`src/rtl/y_addr_pkg.sv`:
```
// rtl/y_addr_pkg.sv - shared enums and helpers for the Y-matrix address sequencer
package y_addr_pkg;

  typedef enum logic [1:0] {
    MODE_FETCH   = 2'b00,
    MODE_ILLEGAL = 2'b01,
    MODE_BASE    = 2'b10,
    MODE_DIRECT  = 2'b11
  } mode_e;

  typedef enum logic [2:0] {
    S_IDLE,
    S_FETCH,
    S_WAIT,
    S_CALC,
    S_OUT
  } state_e;

  function automatic int ent_sh(input int line_w, input int entry_w);
    return $clog2(line_w / entry_w);
  endfunction

endpackage

```
`src/rtl/y_addr_sequencer_if.sv`:
```
// rtl/y_addr_sequencer_if.sv - request, SRAM line and output bundle of the address sequencer
interface y_addr_sequencer_if #(
  parameter int ADDR_W = 11,
  parameter int LINE_W = 256,
  parameter int NUM_CH = 2
);
  logic                     req_valid;
  logic                     req_ready;
  logic [ADDR_W-1:0]        req_row;
  logic [ADDR_W-1:0]        req_addr1;
  logic [ADDR_W-1:0]        req_addr2;
  logic                     line_rd_en;
  logic [ADDR_W-1:0]        line_rd_addr;
  logic [LINE_W-1:0]        line_rd_data;
  logic                     out_valid;
  logic                     out_ready;
  logic [NUM_CH*ADDR_W-1:0] out_addr;
  logic                     out_err;
  logic                     out_wrap;

  // master is the environment: requester, SRAM and output consumer together
  modport master (
    output req_valid, req_row, req_addr1, req_addr2, line_rd_data, out_ready,
    input  req_ready, line_rd_en, line_rd_addr, out_valid, out_addr, out_err, out_wrap
  );

  modport slave (
    input  req_valid, req_row, req_addr1, req_addr2, line_rd_data, out_ready,
    output req_ready, line_rd_en, line_rd_addr, out_valid, out_addr, out_err, out_wrap
  );
endinterface

```
`src/rtl/y_entry_select.sv`:
```
// rtl/y_entry_select.sv - picks one row-pointer entry out of an SRAM line
module y_entry_select #(
  parameter int ADDR_W  = 11,
  parameter int LINE_W  = 256,
  parameter int ENTRY_W = 16,
  parameter int ENT_SH  = 4
) (
  input  logic [LINE_W-1:0] i_line,
  input  logic [ENT_SH-1:0] i_idx,
  output logic [ADDR_W-1:0] o_base
);
  assign o_base = i_line[i_idx*ENTRY_W +: ADDR_W];
endmodule

```
`src/rtl/y_addr_sequencer.sv`:
```
// rtl/y_addr_sequencer.sv - turns a row/explicit-address request into NUM_CH output addresses
module y_addr_sequencer
  import y_addr_pkg::*;
#(
  parameter int ADDR_W   = 11,
  parameter int LINE_W   = 256,
  parameter int ENTRY_W  = 16,
  parameter int NUM_CH   = 2,
  parameter int SRAM_LAT = 1
) (
  input  logic              clock,
  input  logic              reset,
  y_addr_sequencer_if.slave bus
);
  localparam int ENT_SH = ent_sh(LINE_W, ENTRY_W);

  state_e                   r_state, w_next;
  mode_e                    r_mode, w_req_mode, w_mode;
  logic [ENT_SH-1:0]        r_idx;
  logic [2:0]               r_cnt;
  logic                     r_line_rd_en;
  logic [ADDR_W-1:0]        r_line_rd_addr;
  logic                     r_out_valid, r_out_err, r_out_wrap;
  logic [NUM_CH*ADDR_W-1:0] r_out_addr;

  logic                     w_accept;
  logic [ADDR_W-1:0]        w_entry_base, w_base;
  logic [NUM_CH*ADDR_W-1:0] w_res_addr;
  logic                     w_res_err, w_res_wrap;

  assign w_accept   = bus.req_valid && (r_state == S_IDLE);
  assign w_req_mode = mode_e'({|bus.req_addr1, |bus.req_addr2});

  y_entry_select #(
    .ADDR_W (ADDR_W),
    .LINE_W (LINE_W),
    .ENTRY_W(ENTRY_W),
    .ENT_SH (ENT_SH)
  ) u_entry_select (
    .i_line(bus.line_rd_data),
    .i_idx (r_idx),
    .o_base(w_entry_base)
  );

  // Results come straight from the request in IDLE and from the fetched line in CALC
  always_comb begin : p_results
    logic [ADDR_W:0] v_sum;
    v_sum      = '0;
    w_res_addr = '0;
    w_res_wrap = 1'b0;
    w_mode     = (r_state == S_IDLE) ? w_req_mode : r_mode;
    w_base     = (w_mode == MODE_FETCH) ? w_entry_base : bus.req_addr1;
    w_res_err  = (w_mode == MODE_ILLEGAL);
    for (int k = 0; k < NUM_CH; k++) begin
      case (w_mode)
        MODE_DIRECT:  v_sum = (k == 0) ? {1'b0, bus.req_addr1}
                                       : {1'b0, bus.req_addr2} + (ADDR_W+1)'(k - 1);
        MODE_ILLEGAL: v_sum = '0;
        default:      v_sum = {1'b0, w_base} + (ADDR_W+1)'(k);
      endcase
      w_res_addr[k*ADDR_W +: ADDR_W] = v_sum[ADDR_W-1:0];
      w_res_wrap = w_res_wrap | v_sum[ADDR_W];
    end
  end

  always_comb begin
    w_next = r_state;
    case (r_state)
      S_IDLE:  if (w_accept) w_next = (w_req_mode == MODE_FETCH) ? S_FETCH : S_OUT;
      S_FETCH: w_next = S_WAIT;
      S_WAIT:  if (r_cnt == 3'd0) w_next = S_CALC;
      S_CALC:  w_next = S_OUT;
      S_OUT:   if (bus.out_ready) w_next = S_IDLE;
      default: w_next = S_IDLE;
    endcase
  end

  always_ff @(posedge clock) begin
    if (!reset) begin
      r_state        <= S_IDLE;
      r_mode         <= MODE_FETCH;
      r_idx          <= '0;
      r_cnt          <= '0;
      r_line_rd_en   <= 1'b0;
      r_line_rd_addr <= '0;
      r_out_valid    <= 1'b0;
      r_out_addr     <= '0;
      r_out_err      <= 1'b0;
      r_out_wrap     <= 1'b0;
    end else begin
      r_state      <= w_next;
      r_line_rd_en <= (w_next == S_FETCH);
      case (r_state)
        S_IDLE: begin
          if (w_accept) begin
            r_mode <= w_req_mode;
            r_idx  <= bus.req_row[ENT_SH-1:0];
            if (w_req_mode == MODE_FETCH) begin
              r_line_rd_addr <= bus.req_row >> ENT_SH;
            end else begin
              r_out_valid <= 1'b1;
              r_out_addr  <= w_res_addr;
              r_out_err   <= w_res_err;
              r_out_wrap  <= w_res_wrap;
            end
          end
        end
        S_FETCH: r_cnt <= 3'(SRAM_LAT - 1);
        S_WAIT:  if (r_cnt != 3'd0) r_cnt <= r_cnt - 3'd1;
        S_CALC: begin
          r_out_valid <= 1'b1;
          r_out_addr  <= w_res_addr;
          r_out_err   <= w_res_err;
          r_out_wrap  <= w_res_wrap;
        end
        S_OUT:   if (bus.out_ready) r_out_valid <= 1'b0;
        default: ;
      endcase
    end
  end

  assign bus.req_ready    = (r_state == S_IDLE);
  assign bus.line_rd_en   = r_line_rd_en;
  assign bus.line_rd_addr = r_line_rd_addr;
  assign bus.out_valid    = r_out_valid;
  assign bus.out_addr     = r_out_addr;
  assign bus.out_err      = r_out_err;
  assign bus.out_wrap     = r_out_wrap;
endmodule
```
`src/flat_wrapper.sv`:
```
// flat-port wrapper written by rule: the top's interface ports become plain ports
module y_addr_sequencer_flat import y_addr_pkg::*;
#(
  parameter int ADDR_W   = 11,
  parameter int LINE_W   = 256,
  parameter int ENTRY_W  = 16,
  parameter int NUM_CH   = 2,
  parameter int SRAM_LAT = 1
)
  (clock, reset, bus_req_valid, bus_req_row, bus_req_addr1, bus_req_addr2, bus_line_rd_data, bus_out_ready, bus_req_ready, bus_line_rd_en, bus_line_rd_addr, bus_out_valid, bus_out_addr, bus_out_err, bus_out_wrap);
  y_addr_sequencer_if #(.ADDR_W(ADDR_W), .LINE_W(LINE_W), .NUM_CH(NUM_CH)) bus_i ();
  input  logic clock;
  input  logic reset;
  input wire logic [$bits(bus_i.req_valid)-1:0] bus_req_valid;
  input wire logic [$bits(bus_i.req_row)-1:0] bus_req_row;
  input wire logic [$bits(bus_i.req_addr1)-1:0] bus_req_addr1;
  input wire logic [$bits(bus_i.req_addr2)-1:0] bus_req_addr2;
  input wire logic [$bits(bus_i.line_rd_data)-1:0] bus_line_rd_data;
  input wire logic [$bits(bus_i.out_ready)-1:0] bus_out_ready;
  output wire logic [$bits(bus_i.req_ready)-1:0] bus_req_ready;
  output wire logic [$bits(bus_i.line_rd_en)-1:0] bus_line_rd_en;
  output wire logic [$bits(bus_i.line_rd_addr)-1:0] bus_line_rd_addr;
  output wire logic [$bits(bus_i.out_valid)-1:0] bus_out_valid;
  output wire logic [$bits(bus_i.out_addr)-1:0] bus_out_addr;
  output wire logic [$bits(bus_i.out_err)-1:0] bus_out_err;
  output wire logic [$bits(bus_i.out_wrap)-1:0] bus_out_wrap;
  assign bus_i.req_valid = bus_req_valid;
  assign bus_i.req_row = bus_req_row;
  assign bus_i.req_addr1 = bus_req_addr1;
  assign bus_i.req_addr2 = bus_req_addr2;
  assign bus_i.line_rd_data = bus_line_rd_data;
  assign bus_i.out_ready = bus_out_ready;
  assign bus_req_ready = bus_i.req_ready;
  assign bus_line_rd_en = bus_i.line_rd_en;
  assign bus_line_rd_addr = bus_i.line_rd_addr;
  assign bus_out_valid = bus_i.out_valid;
  assign bus_out_addr = bus_i.out_addr;
  assign bus_out_err = bus_i.out_err;
  assign bus_out_wrap = bus_i.out_wrap;
  y_addr_sequencer #(.ADDR_W(ADDR_W), .LINE_W(LINE_W), .ENTRY_W(ENTRY_W), .NUM_CH(NUM_CH), .SRAM_LAT(SRAM_LAT)) u_core (.clock(clock), .reset(reset), .bus(bus_i));
endmodule
```
`config.mk`:
```
export PLATFORM = sky130hd
export DESIGN_NAME = y_addr_sequencer_flat
export DESIGN_NICKNAME = d
export VERILOG_FILES = /design/src/rtl/y_addr_pkg.sv /design/src/rtl/y_addr_sequencer_if.sv /design/src/rtl/y_entry_select.sv /design/src/rtl/y_addr_sequencer.sv /design/src/flat_wrapper.sv
export SDC_FILE = /design/constraint.sdc
export NUM_CORES = 1
export LEC_CHECK = 0
export BUFFER_PORTS_ARGS = -buffer_cell sky130_fd_sc_hd__buf_4
export CAP_MARGIN = 20
export CORE_AREA = 2 2 127 129
export CTS_CLUSTER_DIAMETER = 200
export CTS_CLUSTER_SIZE = 10
export DETAILED_ROUTE_END_ITERATION = 10
export DIE_AREA = 0 0 129 131
export PLACE_DENSITY = 0.64
export SYNTH_ARGS = -nofsm -noshare
export SYNTH_HDL_FRONTEND = slang
export SYNTH_SLANG_ARGS = --single-unit
```
`constraint.sdc`:
```
create_clock -name clock -period 7.6 [get_ports clock]
set_input_delay 2.28 -clock clock [delete_from_list [all_inputs] [get_ports clock]]
set_output_delay 2.28 -clock clock [all_outputs]
set_load 0.03 [all_outputs]
```
[Word level (Yosys, flattened, before mapping)]
Index checks and enable logic that the tools add are counted.
W data, S select, Z words.
Storage, ports and cells
  register bits: 45
  output and inout port bits: 38
Cells by class
  add/subtract/negate cells: 2
  equal/unequal tests: 11
  shift operators: 1
  multiplexer cells: 24
  bitwise logic cells: 1
  reduce and logical (&&, ||, !) cells: 16
Operators by type and width (number)
  $shiftx A256 B9 Y11: 1
  $mux W22: 2
  $pmux W22 S2: 1
  $pmux W12 S2: 1
  $pmux W11 S2: 1
  $reduce_or A11 Y1: 2
  $mux W3: 5
  $pmux W3 S5: 1
  $add A11 B1 Y12 const B: 1
  $mux W11: 1
  $mux W1: 7
  $eq A3 B1 Y1 const B: 2
  $eq A3 B2 Y1 const B: 2
  $logic_not A3 Y1: 2
  $pmux W3 S2: 1
  $reduce_and A3 Y1: 2
  $reduce_bool A3 Y1: 2
  $logic_not A2 Y1: 2
  $ne A2 B1 Y1 const B: 2
  $ne A2 B2 Y1 const B: 2
  $pmux W1 S2: 2
  $reduce_and A2 Y1: 2
  $reduce_and A4 Y1: 1
  $reduce_bool A2 Y1: 2
  other kinds (8): 8

[Longest topological paths before layout]
Gate-level depths: netlist (run 1).
  depth in word-level cells: 10
  depth in mapped cells: 14
  mapped depth without buffers: 11

[By module]
Synthesis (run 1) repeated with hierarchy kept, for this count alone.
Second synthesis, totals
  cell total of the unflattened synthesis: 405
  area, all modules: 3920.0 sq um
Modules (own cells, without submodules)
  y_addr_sequencer: times used 1, cells an instance 310, area each 2496.1 sq um, seq. area each 900.9 sq um
  y_entry_select: times used 1, cells an instance 95, area each 1423.9 sq um, seq. area each 0.0 sq um

[Worst setup path before layout (run 1)]
OpenSTA, ideal clock, no wires.
  path kind: input -> register
  from: input port bus_req_addr1[1]
  to: register u_core.r_out_addr[15] (netlist: u_core.bus.out_addr[15])
  setup time: 0.123 ns
  arrival time: 4.281 ns
  slack: 3.196 ns
  stages on the path: 12
  path buffers: 1
  cells stage by stage: nor4_1 -> nand4_1 -> a22oi_2 -> buf_6 -> mux2i_1 -> inv_1 -> ha_1 -> inv_1 -> nor3_1 -> xnor2_1 -> a221oi_1 -> nor2_1
Between the ends
  longest elaborated chain between the ends: 9
  elaborated cells on any way between the ends: 14
  those cells by class: 1 x add/sub; 3 x eq/ne; 6 x mux; 4 x reduce/logical
Ends and longest elaborated chain
  start, declared: RTL line flat_wrapper.sv:16  | input wire logic [$bits(bus_i.req_addr1)-1:0] bus_req_addr1;
  $reduce_or A11 Y1: RTL line y_addr_sequencer.sv:32  | assign w_req_mode = mode_e'({|bus.req_addr1, |bus.req_addr2});
  $mux W2: RTL line y_addr_sequencer.sv:51  | w_mode = (r_state == S_IDLE) ? w_req_mode : r_mode;
  $logic_not A2 Y1: RTL line y_addr_sequencer.sv:52  | w_base = (w_mode == MODE_FETCH) ? w_entry_base : bus.req_addr1;
  $mux W11: RTL line y_addr_sequencer.sv:52
  $add A11 B1 Y12: RTL line y_addr_sequencer.sv:59  | default: v_sum = {1'b0, w_base} + (ADDR_W+1)'(k);
  $pmux W12 S2: RTL line y_addr_sequencer.sv:55  | case (w_mode)
  $mux W22: RTL line y_addr_sequencer.sv:98  | if (w_req_mode == MODE_FETCH) begin
  $mux W22: RTL line y_addr_sequencer.sv:95  | if (w_accept) begin
  $pmux W22 S2: RTL line y_addr_sequencer.sv:93  | case (r_state)
  end signal, assigned: RTL line y_addr_sequencer.sv:102  | r_out_addr <= w_res_addr;
  end signal, assigned: RTL line y_addr_sequencer.sv:112  | r_out_addr <= w_res_addr;
  end, declared: RTL line y_addr_sequencer.sv:24  | logic [NUM_CH*ADDR_W-1:0] r_out_addr;
Several ways; a longest one is shown, not always the timed one. The select of a mux whose other input is x is not followed.
A chain may end at the register's enable or synchronous reset.

[Worst setup path after layout (run 1)]
  from: input port bus_req_addr1[1]
  to: register u_core.r_out_addr[19] (netlist: u_core.bus.out_addr[19])
The elaborated chain is that of the path after synthesis.

==> results of run 1 <==
cell type report:
type                       instances  area [sq um]
sequential                        45         904.6
clock buffer                       7         142.6
inverter                           6         22.52
tap                              216         270.3
fill                            1583          9708
timing repair buffer             250          1877
clock inverter                     1         30.03
multi-input combinational        293          2643
placed cells by master, fill, tap and decap left out, drive strengths merged, types with 2 or more instances in the layout:
cell type / instances
buf: 250
dfxtp: 45
mux4: 43
nand2: 33
mux2i: 28
nor2: 20
nor2b: 18
o21ai: 17
a221oi: 12
nand3: 12
a21oi: 11
nor3b: 8
nor4: 8
nor3: 8
xnor2: 7
o211a: 7
a22oi: 7
clkbuf: 7
inv: 6
and2: 5
a21boi: 5
nand4: 4
conb: 4
and3: 3
a22o: 3
mux2: 3
ha: 3
or2: 2
nand3b: 2
o22ai: 2
a221o: 2
a31oi: 2
a211oi: 2
per-layer routing:
layer,vias up,global-route usage (%),share of wire [%]
li1,1901,-,-
met1,1945,21.32,40
met2,202,32.68,51
met3,13,3.339,8.1
met4,0,3.836,1.2
met5,-,0,0
worst max path at each step:
stage	cells after the start	to
after detailed placement	12	u_core.bus.out_addr[19]
after global routing	12	u_core.bus.out_addr[19]
final	12	u_core.bus.out_addr[19]
after CTS	12	u_core.bus.out_addr[19]
after floorplan	12	u_core.bus.out_addr[15]
after global placement	12	u_core.bus.out_addr[15]
cells by family (layout without fill, tap and decap cells):
group                      Yosys count  in the layout  synth area share, %
other                                1              4              0.09964
DFF                                 45             45                23.94
AOI/OAI and AO/OA                   77             77                14.93
muxes                               74             74                34.28
buffers and inverters               40            264                6.150
and+or+nand+nor                    127            127                17.75
adders and majority gates            3              3               0.9974
xor gates and xnor gates             8              8                1.862
registers in the layout, indices dropped and copies added (netlist names):
name and count:
u_core.bus.out_addr 22, u_core.bus.out_err 1, u_core.bus.out_wrap 1, u_core.r_idx 4
u_core.bus.line_rd_en 1, u_core.bus.line_rd_addr 7, u_core.r_state 3, u_core.bus.out_valid 1
u_core.r_mode 2, u_core.r_cnt 3
tightest hold or removal path: stages, from the launching register on:
cell and delay [ns]:
dfxtp_1 0.32, nand2_1 0.06, a21boi_1 0.05
through the flow:
| step | hold slack [ns] | cell area, sq um | power [mW] | setup slack [ns] |
|---|---|---|---|---|
| 2_1_floorplan | 0.4649 | 3775 | 0.4227 | 3.196 |
| 3_3_place_gp | 0.4537 | 5717 | 0.5594 | 1.934 |
| 3_5_place_dp | 0.4600 | 5717 | 0.5656 | 1.939 |
| 4_1_cts | 0.4719 | 5889 | 0.8202 | 2.214 |
| 5_1_grt | 0.4954 | 5889 | 0.8506 | 1.965 |
| 6_report | 0.4656 | 5889 | 0.8102 | 2.165 |
power breakdown:
part | total, mW | switching, mW | internal (mW)
logic | 0.291 | 0.133 | 0.158
registers | 0.267 | 0.0173 | 0.250
clock network | 0.252 | 0.0881 | 0.164
==> results by group, run 1 <==
Timing
  – TNS Setup: 0 ns
  – Worst Clk Skew: 0.004500 ns
  – Slew Viols, Final: 0
  – Fmax: 184.0 MHz
  – Fin crit share: 71.51%
  – Crit path time final: 5.435 ns
  – Worst Tran Pin Value: 1.060 ns
  – Max_slew headroom: 29.33%
  – Finish-stage setup viols: 0
  – Fin. Hold Viols: 0
  – RSZ-0062 raised after global routing: no

Floorplanning
  – DIE HEIGHT: 131 um
  – Core Box Area: 15,600 sq um
  – Top Ports: 331
  – Row count: 46
  – Die Width: 129 um
  – Initial core utilization: 24.13%
  – Die area: 16,900 sq um

Worst setup path
  – R2r startpoint: u_core.r_idx[0]
  – Cell family with most CP delay: compound AO/OA/AOI/OAI gates
  – CP arrival: 5.60 ns
  – WP buf/inv: 3
  – Critical path class: in -> reg
  – Critical path startpoint: bus_req_addr1[1]
  – Cell breakdown of the critical path: buf_4 > nor4_1 > nand4_1 > a22oi_2 > mux2i_1 > inv_1 > ha_1 > inv_1 > a21o_1 > nor4_1 > xor2_1 > o21ai_0
  – R2R Path End: u_core.bus.out_addr[19]
  – FF-to-FF path depth: 12
  – Setup crit start kind: input port
  – Reg2Reg Setup Slack: 3.80 ns
  – Required @ worst endpoint: 7.77 ns
  – Crit. End Element: register
  – Crit Path Max Fanout: 19
  – Max incr delay on CP: 0.92 ns
  – Slowest library cell on the worst path: a22oi_2

Power and ir drop
  – Pwr Density: 137.6 nW/um^2
  – Peak VDD IR: 0.00007128 V
  – Leakage: 2.457 nW

Detailed routing
  – Vias per inst: 4.965
  – DRT antenna net count: 0
  – Drt initial violations: 216
  – DR DRC count: 0
  – Via count: 4,061
  – WL/cell: 18.97 um
  – Drt total wl: 15.52 mm
  – DRT Pass-1 Iters: 5

Synth
  – Count leader, synth: dfxtp_1
  – EDFF count, synth: 0
  – Post-synth cell types: 54
  – Syn Inst Count: 375
  – Synthesized flop and latch total: 45
  – Seq/Total Area, Yosys: 23.94%
  – Top cell type's share of synthesized area: 25.73%
  – Post-synth top flop: dfxtp_1
  – Area leader, netlist: mux4_2
  – Mapped Avg Cell Area: 10.04 sq um
  – Async SR Flop Fraction: 0%
  – Yosys warning total: 0
  – Synthesized cell area: 3764 sq um
  – Post-synth top cells: dfxtp_1 (45), mux4_2 (43), nand2_1 (33), mux2i_1 (26), nor2_1 (20)
  – Dominant cells by area after synthesis: mux4_2 (26%), dfxtp_1 (24%), mux2i_1 (6.9%)

Global routing
  – Grt ovf: 0
  – Global Route Usage Sum: 17.66%
  – Initial antenna violation count: 0
  – Vias in the first global route: 4,193
  – Largest net degree at the start of global routing: 46
  – Global-route wire length before repair: 22.84 mm

Final layout
  – Final nets: 897
  – Final core occ: 37.76%
  – Layout Cells excl Fill: 818
  – Area Overhead vs Synth: 56.48%
  – Fraction of layout cells with a size suffix above 1: 52.16%
  – ANT cells: 0

Clocking
  – H-tree Lvls: 2
  – Worst-path clk slew: 0.06 ns
  – Post-CTS setup buffer count: 0
  – Cts hold-fix bufs: 0
  – Num CTS Buffers: 5
  – Clock root cell: clkbuf_16
  – CTS sink count: 45
  – PostCTS Resize Cnt: 0
  – Clk_lat worst skew: 0.29 ns
  – CTS tree: done
  – Max clock buf depth: 2

Hold path
  – Worst hold start: u_core.bus.out_wrap
  – Worst min-delay path class: reg -> reg
  – WHS Path Cells: 2
  – Hold Path End: u_core.bus.out_wrap

Placement
  – Number of port buffers: 246
  – DP Cell Count: 810
  – DP HPWL: 12.91 mm
  – Final GP Congestion: 0.8254

Flow run
  – Max-Cap Viols: 0

Run status
  – Status: complete, no violations
Note: power is estimated with default switching activity, not from simulation.
==> inputs of run 2 (changes only) <==
ABC_AREA = 1   (was default)
CORE_AREA = 2 2 129 131   (was 2 2 127 129)
DIE_AREA = 0 0 131 133   (was 0 0 129 131)
PLACE_DENSITY = 0.66   (was 0.64)
clock period = 5.5 ns   (was 7.6 ns; I/O delays follow)
==> run 2 against run 1 <==
Largest power group unchanged. Die area is 3.1% higher. Largest cell class unchanged. Highest routed layer unchanged. Register-to-register slack worse by 1.5 ns. Clock power increased by 27%. Wire length rose by 8.7%.
==> results by group, run 2 <==
Placement
  – Dpl ws: 1.362 ns (was 1.939 ns)
  – Number of port buffers: 246 (unchanged)
  – DP Cell Count: 1,174 (was 810)
  – DP HPWL: 12.87 mm (was 12.91 mm)
  – Final GP Congestion: 0.8425 (was 0.8254)
  – Placed inst area: 6136 sq um (was 5717 sq um)

Clocking
  – Num CTS Buffers: 5 (unchanged)
  – Clk_lat worst skew: 0.29 ns (about the same)
  – CTS sink count: 45 (unchanged)
  – H-tree Lvls: 2 (unchanged)
  – CTS tree: done (unchanged)
  – Worst-path clk slew: 0.07 ns (was 0.06 ns)
  – Post-CTS setup buffer count: 0 (unchanged)
  – Cts hold-fix bufs: 0 (unchanged)
  – Clock root cell: clkbuf_16 (unchanged)
  – PostCTS Resize Cnt: 0 (unchanged)
  – Max clock buf depth: 2 (unchanged)

Power and ir drop
  – Sequential Power Share: 31.2% (was 33.0%)
  – Internal power: 0.7315 mW (was 0.5723 mW)
  – Clock power frac: 27.7% (was 31.1%)
  – Total power: 1.150 mW (was 0.8102 mW)
  – Net Sw Power: 0.4182 mW (was 0.2379 mW)
  – Leakage: 3.146 nW (was 2.457 nW)
  – Pwr Density: 182.7 nW/um^2 (was 137.6 nW/um^2)
  – Logic pwr share: 41.1% (was 35.9%)
  – Peak VDD IR: 0.0001215 V (was 0.00007128 V)
  – Switching share of power: 36.38% (was 29.36%)

Synth
  – Post-synth top cells: nand2_1 (224), nand3_1 (141), nor2_1 (64), inv_1 (46) (was dfxtp_1 (45), mux4_2 (43), nand2_1 (33), mux2i_1 (26), nor2_1 (20))
  – Async SR Flop Fraction: 0% (unchanged)
  – Top cell type's share of synthesized area: 21.22% (was 25.73%)
  – Synthesized flop and latch total: 45 (unchanged)
  – Synthesized cell area: 4245 sq um (was 3764 sq um)
  – EDFF count, synth: 0 (unchanged)
  – Post-synth top flop: dfxtp_1 (unchanged)
  – Post-synth cell types: 39 (was 54)
  – Mapped Avg Cell Area: 5.653 sq um (was 10.04 sq um)
  – Count leader, synth: nand2_1 (was dfxtp_1)
  – Dominant cells by area after synthesis: dfxtp_1 (21%), nand2_1 (20%), nand3_1 (17%) (was mux4_2 (26%), dfxtp_1 (24%), mux2i_1 (6.9%))
  – Syn Inst Count: 751 (was 375)
  – Seq/Total Area, Yosys: 21.22% (was 23.94%)
  – Area leader, netlist: dfxtp_1 (was mux4_2)
  – Yosys warning total: 0 (unchanged)

Global routing
  – Global-route wire length before repair: 25.65 mm (was 22.84 mm)
  – Global Route Usage Sum: 18.38% (was 17.66%)
  – Initial antenna violation count: 0 (unchanged)
  – Grt ovf: 0 (unchanged)
  – Largest net degree at the start of global routing: 82 (was 46)
  – Vias in the first global route: 5,155 (was 4,193)

Final layout
  – Layout Cells excl Fill: 1,182 (was 818)
  – Post-route cell area: 6291 sq um (was 5889 sq um)
  – Fraction of layout cells with a size suffix above 1: 31.08% (was 52.16%)
  – Most frequent cells in the layout: buf_4 (252), nand2_1 (224), nand3_1 (141) (was buf_4 (250), mux4_2 (43), dfxtp_1 (42))
  – Most common cell after layout, fill and taps aside: buf_4 (unchanged)
  – ANT cells: 0 (unchanged)
  – Area Overhead vs Synth: 48.19% (was 56.48%)
  – Max reg flops: 22 (unchanged)
  – Final core occ: 38.90% (was 37.76%)
  – Final nets: 1,257 (was 897)

Worst setup path
  – Cell breakdown of the critical path: buf_4 > or2_1 > nor2_1 > nand3_1 > nand2_2 > nand2_4 > nor2_2 > a21oi_4 > inv_2 > ha_1 > inv_1 > nor2_4 > inv_2 > nor2_4 > nand2_1 > nand2_1 > nand3_1 > a21oi_1 (was buf_4 > nor4_1 > nand4_1 > a22oi_2 > mux2i_1 > inv_1 > ha_1 > inv_1 > a21o_1 > nor4_1 > xor2_1 > o21ai_0)
  – Crit. End Element: register (unchanged)
  – Max incr delay on CP: 0.26 ns (was 0.92 ns)
  – Required @ worst endpoint: 5.72 ns (was 7.77 ns)
  – FF-to-FF path depth: 19 (was 12)
  – Critical path class: in -> reg (unchanged)
  – Crit Path Max Fanout: 21 (was 19)
  – Slowest library cell on the worst path: nand2_4 (was a22oi_2)
  – Setup crit start kind: input port (unchanged)
  – CP arrival: 4.10 ns (was 5.60 ns)

Detailed routing
  – Vias per inst: 4.663 (was 4.965)
  – WL/cell: 14.27 um (was 18.97 um)
  – DRT Pass-1 Iters: 4 (was 5)
  – Drt total wl: 16.87 mm (was 15.52 mm)
  – DR DRC count: 0 (unchanged)
  – Via count: 5,512 (was 4,061)
  – Drt initial violations: 255 (was 216)
  – DRT antenna net count: 0 (unchanged)

Timing
  – TNS Setup: 0 ns (unchanged)
  – Crit path time final: 3.882 ns
  – Max_slew headroom: 38.51% (was 29.33%)
  – RSZ-0062 raised after global routing: no (unchanged)
  – Fin. Hold Viols: 0 (unchanged)
  – Slew Viols, Final: 0 (unchanged)
  – Fin crit share: 70.58%
  – Worst Tran Pin Value: 0.9214 ns (was 1.060 ns)
  – Finish-stage setup viols: 0 (unchanged)
  – Hold slack: 0.4536 ns (was 0.4656 ns)
  – Fmax: 257.6 MHz
  – Post-route setup slack: 1.618 ns (was 2.165 ns)
  – Worst Clk Skew: 0.002131 ns (was 0.004500 ns)

Floorplanning
  – Row count: 47 (was 46)
  – Die Width: 131 um (was 129 um)
  – DIE HEIGHT: 133 um (was 131 um)
  – Top Ports: 331 (unchanged)
  – Die area: 17,420 sq um (was 16,900 sq um)
  – Core Box Area: 16,170 sq um (was 15,600 sq um)
  – Initial core utilization: 26.25% (was 24.13%)

Hold path
  – WHS Path Cells: 1 (was 2)
  – Worst min-delay path class: reg -> reg (unchanged)

Run status
  – Status: complete, no violations (unchanged)

Flow run
  – Max-Cap Viols: 0 (unchanged)
## run 2: critical path: cells and delay by family
family | cells | cell delay [ns]
simple gates | 11 | 1.77
buf+inv | 4 | 0.32
compound gates | 2 | 0.23
fa+ha+maj | 1 | 0.13
## run 2: logic make-up (layout without fill, tap and decap cells)
family / after synthesis / count (layout) / share of synthesized area (%)
and+or+nand+nor: 462 / 462 / 48.13
AOI/OAI and AO/OA: 129 / 129 / 17.57
buffers and inverters: 111 / 319 / 12.11
DFF: 45 / 45 / 21.22
adders and majority gates: 3 / 3 / 0.8843
other: 1 / 4 / 0.08833
## run 2: final cells by class
| cell class | count | area [sq um] |
|---|---|---|
| well taps | 220 | 275.3 |
| flip-flops and latches | 45 | 905.9 |
| repair buffers | 252 | 1892 |
| clock buffers | 6 | 138.9 |
| fillers | 1787 | 9881 |
| multi-input cells | 598 | 2841 |
| inverters | 59 | 221.5 |
| clock inverters | 2 | 16.27 |
## run 2: path summary, 6_finish.rpt
check,startpoint,end,slack [ns]
max,bus_req_addr2[4],u_core.bus.out_addr[21],1.62
min,u_core.r_cnt[0],u_core.r_cnt[0],0.45
max reg2reg,u_core.r_idx[0],u_core.bus.out_addr[21],2.34
min reg2reg,u_core.r_cnt[0],u_core.r_cnt[0],0.45
## run 2: power by group through the flow
stage	sequential (mW)	combinational, mW	clock [mW]
floorplan	0.390	0.249	0
global placement	0.366	0.473	0
detailed placement	0.366	0.475	0
CTS	0.359	0.477	0.326
global route	0.361	0.525	0.342
finish	0.359	0.472	0.319
## run 2: metal layers
metal / up-vias / part of all wire, % / global-route usage, % / wire (um)
li1: 2873 / - / - / -
met1: 2425 / 44 / 24.75 / 7485
met4: 0 / 1.2 / 2.719 / 203
met2: 196 / 46 / 30.20 / 7718
met3: 18 / 8.7 / 4.569 / 1460
met5: - / 0 / 0 / 0
==> inputs of run 3 (changes only) <==
ABC_AREA = 0   (was 1)
CORE_AREA = 2 2 127 129   (was 2 2 129 131)
DIE_AREA = 0 0 129 131   (was 0 0 131 133)
clock period = 3.3 ns   (was 5.5 ns; I/O delays follow)
==> run 3 against run 2 <==
Clock skew grew 0.0025 ns. Total power is 67% higher. Critical path depth is 4 lower. Clock power up 85%. Cell count decreased by 27%. Non-clock buffer count grew 40. Critical endpoint is now u_core.bus.out_addr[15]. Sequential share of layout area fell by 0.057 points. Combinational power grew 52%. Register-to-register slack worse by 2.0 ns. Count of clock-buffer cells in the layout rose by 1.
==> results by group, run 3 (synthesis results as in run 1) <==
Run status
  – Status: complete, no violations (unchanged)

Timing
  – Max_slew headroom: 46.85% (was 38.51%)
  – Fmax: 315.8 MHz
  – Crit path time final: 3.166 ns
  – Worst Clk Skew: 0.004668 ns (was 0.002131 ns)
  – Fin crit share: 95.95%
  – Hold slack: 0.4673 ns (was 0.4536 ns)
  – Slew Viols, Final: 0 (unchanged)
  – TNS Setup: 0 ns (unchanged)
  – Fin. Hold Viols: 0 (unchanged)
  – Finish-stage setup viols: 0 (unchanged)
  – Worst Tran Pin Value: 0.7972 ns (was 0.9214 ns)

Worst setup path
  – Required @ worst endpoint: 3.47 ns (was 5.72 ns)
  – Setup crit start kind: input port (unchanged)
  – Critical path class: in -> reg (unchanged)
  – Crit Path Max Fanout: 6 (was 21)
  – Crit. End Element: register (unchanged)
  – CP arrival: 3.33 ns (was 4.10 ns)

Clocking
  – Max clock buf depth: 2 (unchanged)
  – CTS sink count: 45 (unchanged)
  – Clock root cell: clkbuf_16 (unchanged)
  – Clk_lat worst skew: 0.29 ns (about the same)
  – Num CTS Buffers: 5 (unchanged)
  – H-tree Lvls: 2 (unchanged)
  – Worst-path clk slew: 0.06 ns (was 0.07 ns)
  – CTS tree: done (unchanged)

Detailed routing
  – Vias per inst: 4.883 (was 4.663)
  – Via count: 4,199 (was 5,512)
  – DR DRC count: 0 (unchanged)
  – Drt initial violations: 204 (was 255)
  – WL/cell: 17.94 um (was 14.27 um)
  – DRT Pass-1 Iters: 4 (unchanged)
  – Drt total wl: 15.43 mm (was 16.87 mm)
  – DRT antenna net count: 0 (unchanged)

Floorplanning
  – DIE HEIGHT: 131 um (was 133 um)
  – Die area: 16,900 sq um (was 17,420 sq um)
  – Top Ports: 331 (unchanged)
  – Die Width: 129 um (was 131 um)
  – Row count: 46 (was 47)
  – Core Box Area: 15,600 sq um (was 16,170 sq um)
  – Initial core utilization: 24.13% (was 26.25%)

Global routing
  – Global Route Usage Sum: 17.50% (was 18.38%)
  – Grt ovf: 0 (unchanged)
  – Largest net degree at the start of global routing: 46 (was 82)
  – Vias in the first global route: 4,347 (was 5,155)
  – Initial antenna violation count: 0 (unchanged)
  – Global-route wire length before repair: 22.59 mm (was 25.65 mm)

Hold path
  – Worst min-delay path class: reg -> reg (unchanged)

Final layout
  – Max reg flops: 22 (unchanged)
  – Final nets: 939 (was 1,257)
  – Area Overhead vs Synth: 67.59% (was 48.19%)
  – Post-route cell area: 6307 sq um (was 6291 sq um)
  – Most common cell after layout, fill and taps aside: buf_4 (unchanged)
  – Fraction of layout cells with a size suffix above 1: 56.37% (was 31.08%)
  – Most frequent cells in the layout: buf_4 (288), mux4_2 (43), dfxtp_1 (42) (was buf_4 (252), nand2_1 (224), nand3_1 (141))
  – ANT cells: 0 (unchanged)
  – Final core occ: 40.44% (was 38.90%)
  – Filler cells: 1,552 (was 1,787)

Power and ir drop
  – Leakage: 2.695 nW (was 3.146 nW)
  – Pwr Density: 304.7 nW/um^2 (was 182.7 nW/um^2)
  – Peak VDD IR: 0.0002006 V (was 0.0001215 V)

Placement
  – DP HPWL: 12.79 mm (was 12.87 mm)
  – Placed inst area: 6055 sq um (was 6136 sq um)
  – Final GP Congestion: 0.9173 (was 0.8425)
  – Number of port buffers: 246 (unchanged)

Flow run
  – Max-Cap Viols: 0 (unchanged)
run 3: stage by stage:
stage / setup WS (ns) / cells / power (mW)
floorplan: 0.1860 / 378 / 0.9734
CTS: 0.1143 / 858 / 1.931
global route: -0.005312 / 860 / 2.007
global placement: -0.1832 / 850 / 1.333
finish: 0.1338 / 860 / 1.922
detailed placement: -0.1668 / 850 / 1.340
run 3: cell type report:
class / count / area [sq um] / area share (%)
inverter: 6 / 22.52 / 0.3571
sequential: 45 / 904.6 / 14.34
tap: 216 / 270.3 / 4.285
multi-input combinational: 293 / 2690 / 42.65
clock buffer: 7 / 142.6 / 2.261
timing repair buffer: 292 / 2247 / 35.63
clock inverter: 1 / 30.03 / 0.4761
run 3: final timing paths:
check / from / to / slack [ns] / cells past startpoint
setup / recovery: bus_req_addr1[1] / u_core.bus.out_addr[15] / 0.13 / 14
hold / removal: u_core.bus.out_wrap / u_core.bus.out_wrap / 0.47 / 2
setup reg to reg: u_core.r_idx[2] / u_core.bus.out_addr[15] / 0.36 / 11
hold reg to reg: u_core.bus.out_wrap / u_core.bus.out_wrap / 0.47 / 2
run 3: where the power goes:
part,switching (mW),internal [mW]
logic,0.314,0.404
clock network,0.211,0.379
registers,0.0390,0.576
total,0.564,1.36
run 3: repair_timing:
action,CTS,global route
setup endpoints to repair,0,6
buffers inserted,0,1
hold buffers,0,0
resized for setup,0,8
run 3: critical path, stage by stage:
cell and delay, ns:
buf_4 0.12, nor4_4 0.26, buf_4 0.15, nand4_1 0.14
a22oi_2 0.29, buf_12 0.17, mux2i_2 0.23, inv_1 0.08
ha_1 0.22, inv_1 0.08, nor3_1 0.07, xnor2_1 0.16
a221oi_1 0.29, nor2_1 0.08
run 3: routing by layer:
layer | up-vias | wire (um) | GRT usage (%) | share of wire (%)
met1 | 1967 | 6126 | 20.97 | 40
met4 | 0 | 347 | 5.179 | 2.2
met5 | - | 0 | 0 | 0
met3 | 24 | 1222 | 3.094 | 7.9
met2 | 221 | 7730 | 32.09 | 50
li1 | 1987 | - | - | -
